===== config.mk =====
export PLATFORM = sky130hd
export DESIGN_NAME = memory_responder
export DESIGN_NICKNAME = d
export VERILOG_FILES = /design/src/rtl/memory_responder.sv
export SDC_FILE = /design/constraint.sdc
export NUM_CORES = 2
export LEC_CHECK = 0
export ABC_AREA = 1
export CORE_MARGIN = 2
export CORE_UTILIZATION = 28
export CTS_CLUSTER_DIAMETER = 120
export DETAILED_ROUTE_END_ITERATION = 8
export REMOVE_ABC_BUFFERS = 1
export SYNTH_ARGS = -nofsm -noshare
export SYNTH_HDL_FRONTEND = slang
export SYNTH_SLANG_ARGS = --single-unit

===== constraint.sdc =====
create_clock -name clock -period 6.7 [get_ports clock]
set_input_delay 1.005 -clock clock [delete_from_list [all_inputs] [get_ports clock]]
set_output_delay 1.005 -clock clock [all_outputs]
set_load 0.02 [all_outputs]

===== src/rtl/memory_responder.sv =====
// memory_responder
//   Memory-side responder for the SMP control unit's memory strobes. Holds the
//   address register (AR) and a synchronous DATA_W-bit memory array. It serves
//   ARload/ARinc address updates, MEMbus reads and BUSmem/we writes. Read data
//   is registered against the *next* AR value, so a new address is readable
//   one edge after it is loaded. A sticky checker flags illegal strobe
//   combinations.
//
//   Optional feature macro: MEM_WPROT_EN. When it is defined, writes to
//   AR < 16'h0010 are dropped and flagged in err[2]. When it is undefined,
//   every address is writable and err[2] is tied to 0.
//
// Parameters
//   ADDR_W     : AR width and bus address width
//   DATA_W     : memory word width; also the bus low byte used as write data
//   DEPTH_LOG2 : memory has 2^DEPTH_LOG2 words, indexed by AR[DEPTH_LOG2-1:0]
//
// Ports
//   clock     in   single clock, rising edge
//   reset     in   synchronous, active-low reset
//   bus_in    in   CPU internal bus (address for ARload, write data on low bits)
//   ARload    in   load AR from bus_in (has priority over ARinc)
//   ARinc     in   increment AR (wraps)
//   MEMbus    in   memory drives read data toward the CPU
//   BUSmem    in   bus-to-memory write path enable
//   we        in   write enable, effective only together with BUSmem
//   err_clr   in   clear the sticky error flags
//   mem_data  out  registered read data at the current AR
//   mem_drive out  read-data output enable (MEMbus & ~BUSmem)
//   ar_out    out  current AR value
//   err       out  sticky flags: [0] contention, [1] AR conflict,
//                  [2] write-protect violation
module memory_responder #(
  parameter int unsigned ADDR_W     = 16,
  parameter int unsigned DATA_W     = 8,
  parameter int unsigned DEPTH_LOG2 = 8
) (
  input  logic              clock,
  input  logic              reset,
  input  logic [ADDR_W-1:0] bus_in,
  input  logic              ARload,
  input  logic              ARinc,
  input  logic              MEMbus,
  input  logic              BUSmem,
  input  logic              we,
  input  logic              err_clr,
  output logic [DATA_W-1:0] mem_data,
  output logic              mem_drive,
  output logic [ADDR_W-1:0] ar_out,
  output logic [2:0]        err
);

  localparam int unsigned DEPTH = 1 << DEPTH_LOG2;

  logic [DATA_W-1:0]     mem [DEPTH];
  logic [ADDR_W-1:0]     ar;
  logic [ADDR_W-1:0]     ar_next;
  logic [DEPTH_LOG2-1:0] wr_idx;
  logic [DEPTH_LOG2-1:0] rd_idx;
  logic [DATA_W-1:0]     wr_data;
  logic                  contention;
  logic                  ar_conflict;
  logic                  wr_attempt;
  logic                  wr_prot;
  logic                  wr_en;
  logic [2:0]            err_set;

  // Address register next value: load beats increment; increment wraps.
  always_comb begin
    ar_next = ar;
    if (ARload) begin
      ar_next = bus_in;
    end else if (ARinc) begin
      ar_next = ar + ADDR_W'(1);
    end
  end

  // Strobe decode. The write address is the AR before any same-cycle update.
  always_comb begin
    contention  = MEMbus & BUSmem;
    ar_conflict = ARload & ARinc;
    wr_attempt  = we & BUSmem & ~MEMbus;
    wr_idx      = ar[DEPTH_LOG2-1:0];
    rd_idx      = ar_next[DEPTH_LOG2-1:0];
    wr_data     = bus_in[DATA_W-1:0];
`ifdef MEM_WPROT_EN
    // Protection compares the full AR, so aliases of the low words above
    // 16'h0010 remain writable.
    wr_prot     = wr_attempt & (ar < ADDR_W'(16'h0010));
`else
    wr_prot     = 1'b0;
`endif
    wr_en       = wr_attempt & ~wr_prot;
    err_set     = {wr_prot, ar_conflict, contention};
  end

  assign mem_drive = MEMbus & ~BUSmem;
  assign ar_out    = ar;

  // Memory array: no reset of contents, but a write in a reset cycle is dropped.
  always_ff @(posedge clock) begin
    if (reset && wr_en) begin
      mem[wr_idx] <= wr_data;
    end
  end

  // AR, read pipeline and sticky errors.
  always_ff @(posedge clock) begin
    if (!reset) begin
      ar       <= '0;
      mem_data <= '0;
      err      <= '0;
    end else begin
      ar <= ar_next;
      // Read the word at the next AR; forward a same-cycle write to that word
      // so mem_data always mirrors the array contents at the current AR.
      if (wr_en && (wr_idx == rd_idx)) begin
        mem_data <= wr_data;
      end else begin
        mem_data <= mem[rd_idx];
      end
      // A new error beats a simultaneous clear.
      err <= (err & ~{3{err_clr}}) | err_set;
    end
  end

endmodule


# After elaboration in Yosys (flattened, before gate mapping)

Memory sizes are Yosys's and may differ from the RTL's. A register that Yosys moved wholly into a read port is not among the register bits.
Cells that the tools add are included.

Bits in writable memories: 2,048
Register bits: 19
Logic and storage cells: 22
Memories: 1

Bitwise operators: 10
Add/sub/neg operators: 1
Reductions and logical operators: 3
Multiplexer cells: 4

Memory list:

| memory | depth | bits a word | read ports | clocked after memory_dff | write ports | line | text |
|---|---|---|---|---|---|---|---|
| mem    | 256   | 8           | 1          | 1                        | 1           | 55   | `logic [DATA_W-1:0] mem [DEPTH];` |

Operator list:

| kind                  | count |
|---|---|
| $mux 16               | 2 |
| $add 16x1->16 const B | 1 |
| $and 1x1->1           | 5 |
| $and 3x3->3           | 1 |
| $not 3->3             | 1 |
| $or 3x2->3            | 1 |
| $mux 1                | 2 |
| $not 1->1             | 2 |
| $reduce_bool 2->1     | 1 |
| $logic_and 1x1->1     | 1 |
| $logic_not 1->1       | 1 |

# Longest topological paths before layout

Depth in word-level cells: 5
Depth in mapped cells: 18
Depth with buffers taken out: 17

# Worst setup path after synthesis

OpenSTA, ideal clock, no wires.

Path type: input -> register
Start: in MEMbus
End: mem mem[105][0], enable pin
Data required time: 6.330 ns
Library setup time: 0.370 ns
Stages on the path: 7
Arrival time: 2.412 ns
Slack: 3.918 ns
Cells stage by stage: inv_1 > nand4_1 > clkinv_1 > clkbuf_1 > nand2_1 > clkbuf_1 > nor2_1

Longest elaborated chain between the ends: 5

Ends and longest elaborated chain:

| element                      | line | text |
|---|---|---|
| start, declared              | 43   | `input logic MEMbus,` |
| $not 1->1                    | 82   | `wr_attempt = we & BUSmem & ~MEMbus;` |
| $and 1x1->1                  | 82   |  |
| $logic_and 1x1->1            | 102  | `if (reset && wr_en) begin` |
| $mux 1                       | 102  |  |
| $mux 1 (implied by the code) | 103  | `mem[wr_idx] <= wr_data;` |
| end, declared                | 55   |  |

Every way passes these cells.

# Final worst setup path

Start: in ARload
End: reg mem_data[5], read port of mem

Longest elaborated chain between the ends: 1

Ends and longest elaborated chain:

| element         | line | text |
|---|---|---|
| start, declared | 41   | `input logic ARload,` |
| $mux 16         | 71   | `if (ARload) begin` |
| end, declared   | 47   | `output logic [DATA_W-1:0] mem_data,` |

Every way passes these cells.
A chain may end at the register's enable or synchronous reset.

==> results.toml <==
[clock_tree]
cts_tree = "done"
clock-sinks = 2075
ctsHoldBuffers = 0
clockRootBuffer = "clkbuf_16"
numCtsBuffers = 210
htreeDepth = 4
cts_max_path_buffers = 3
postCtsSetupRepairBufs = 0
cts.reportedPaths.clkPinSlew_ns = 0.06
clk_latency_ns = 0.88
ctsResizeCount = 0

[global_routing]
antenna_found_initial = 16
grt_usage_pct = 15.8
grt_max_degree = 214
grt_pass1_wl_um = 391000
grt_pass1_vias = 59500
gr-total-overflow = 0

[timing]
rsz0062_at_grt = "no"
worst_clock_skew_ns = 0.0659
worst_slew_pin_slew_ns = 1.37
finalHoldViolations = 0
holdWs_ns = 0.438
fin_crit_sh_pct = 75.7
finalSetupViolCount = 0
fin_crit_ns = 5.07
setup_ws_ns = 1.63
drv_slew = 0
slew_headroom_pct = 7.82
fmax_mhz = 197

[yosys]
synthFlopType = "edfxtp_1"
synth_top_area_cell = "edfxtp_1"
ys_ff_latch = 2075
yosysWarnings = 0
yosysTopAreaCellShare_pct = 68.5
synth-edff-count = 2048
ys_seq_area_share_pct = 69.1
synth_area_leaders = "edfxtp_1 (68%), nand3_1 (11%), nand2_1 (8.3%), inv_1 (2.9%), nand3b_1 (2.3%)"
synth_area_per_cell_um2 = 11.1
async_reset_ff_share_pct = 0
yosysMostFrequentCell = "edfxtp_1"
synth_common_cells = "edfxtp_1 (2048), nand2_1 (1993), nand3_1 (1885)"
synth.distinct_cells = 37
netlist_instances = 8122
syn-cell-area_mm2 = 0.0898

[floorplan]
die_area_mm2 = 0.325
die_y_um = 570
core_mm2 = 0.319
io_pins = 52
rows = 207
dieWidth_um = 570
initial_core_util_pct = 28.2

[place]
dp_slack_ns = 0.852
port_buffers = 51
placed_cells = 11900
dp_hpwl_um = 150000
gp_congestion = 0.892

[setup_path]
worst_setup_path_start_kind = "input port"
endpoint_kind = "register"
crit_fanout = 200
cp.required_ns = 7.51
crit_arrival_ns = 5.88
critPathKind = "input port to register"

[power]
power.switching_mw = 7.26
seq_power_share_pct = 50.2
pwr-share-clk_pct = 39.3
ir_drop_mv = 0.233
combPwrFrac_pct = 10.5
p_per_area_mw_per_mm2 = 283
swShare_pct = 25.5
power.internal_mw = 21.2
p_total_mw = 28.5
leakage_nw = 36.5

[layout]
layout.nets = 7960
fill_cells = 31800
final_util_pct = 31.6
drive_gt1_share_pct = 5.33
seqCellArea_mm2 = 0.0620
multi_input_area_mm2 = 0.0225
area_growth_pct = 12.2
finalNonFillerCells = 12300

[route]
first_iter_violations = 7811
antenna_left = 0
finalWirelength_um = 265000
vias = 61400
drc_errors = 0
wl_per_cell_um = 21.6
first_pass_iters = 8
viasPerCell = 5.00

[outcome]
status = "complete, no violations"

[min_path]
hold_class = "register to register"

[run]
cap_violations = 0
-- power by group through the flow --
stage | clock network, mW | logic, mW | registers, mW
floorplan | 0 | 1.94 | 14.6
global placement | 0 | 2.95 | 14.6
detailed placement | 0 | 2.96 | 14.6
CTS | 11.3 | 2.97 | 14.3
global route | 11.8 | 3.23 | 14.3
finish | 11.2 | 3.00 | 14.3
-- layer usage --
layer / share of wire (%) / global-route usage [%]
met5: 0 / 0
met4: 3.9 / 6.52
met3: 8.9 / 2.97
met2: 47 / 25.5
met1: 40 / 20.9
-- registers in the layout (all words and copies together) (netlist names) --
signal    cells
mem_data      8
mem        2048
err           3
ar_out       16
-- logic make-up (layout without fill, tap and decap cells) --
family	after synthesis	count (layout)	share of synthesized area, %
compound gates	264	264	2.16
xor+xnor	9	9	0.0878
fa+ha+maj	4	4	0.0557
buf+inv	1278	1249	5.97
flops	2075	2075	69.1
other cells	0	6	0
simple gates	4492	4492	22.7
-- metrics by stage --
step           instance area (µm²)  TNS [ns]
6_report                    101000         0
5_1_grt                     101000         0
4_1_cts                     101000         0
3_5_place_dp                 94300         0
3_3_place_gp                 94300         0
2_1_floorplan                87100   -313.85
-- worst max-delay path, cell delays in order --
cell and delay (ns):
clkdlybuf4s50_1 0.55, buf_4 0.31, nor2_2 0.48, nand2_1 0.19, nand3_4 0.31, buf_12 0.65, nand3_1 0.22, nand3_1 0.17
nand3_1 0.21, nand3_1 0.26, nand3_1 0.21, nand3_1 0.27, nand3_1 0.39, nand3_1 0.21, nand2_1 0.07, inv_1 0.05
-- layout by cell type (no fill, tap or decap), types with 6 or more instances in the layout --
cell type / synthesis / layout
diode_2: 0 / 6
a21oi_1: 6 / 6
nor2_1: 310 / 310
edfxtp_1: 2048 / 2048
a31oi_1: 6 / 6
nand2_2: 3 / 7
clkinv_2: 0 / 25
clkbuf_16: 0 / 212
o211ai_1: 233 / 233
buf_12: 0 / 33
nor3_1: 6 / 6
nand3b_1: 281 / 281
nand3_1: 1885 / 1885
dfxtp_1: 27 / 27
clkinv_1: 1 / 42
xor2_1: 7 / 7
buf_8: 0 / 8
buf_4: 17 / 89
clkbuf_8: 0 / 8
clkdlybuf4s50_1: 0 / 43
inv_1: 699 / 697
bufinv_16: 0 / 8
clkbuf_1: 132 / 61
nand2_1: 1993 / 1987
-- worst paths after layout --
check | from | end | slack (ns) | cells after the start
hold / removal | err[2] | err[2] | 0.44 | 2
hold reg to reg | err[2] | err[2] | 0.44 | 2
setup / recovery | ARload | mem_data[5] | 1.63 | 16
setup reg to reg | ar_out[0] | mem_data[1] | 2.04 | 16
-- area by class of cell --
cell class	count	area share, %
inverters	703	2.63
well taps	4180	5.19
flip-flops and latches	2075	61.6
clock buffers	281	5.60
clock inverters	92	0.789
diodes	6	0.0149
multi-input cells	4769	22.3
repair buffers	173	1.87
No activity file was read; power rests on OpenSTA's default activity.
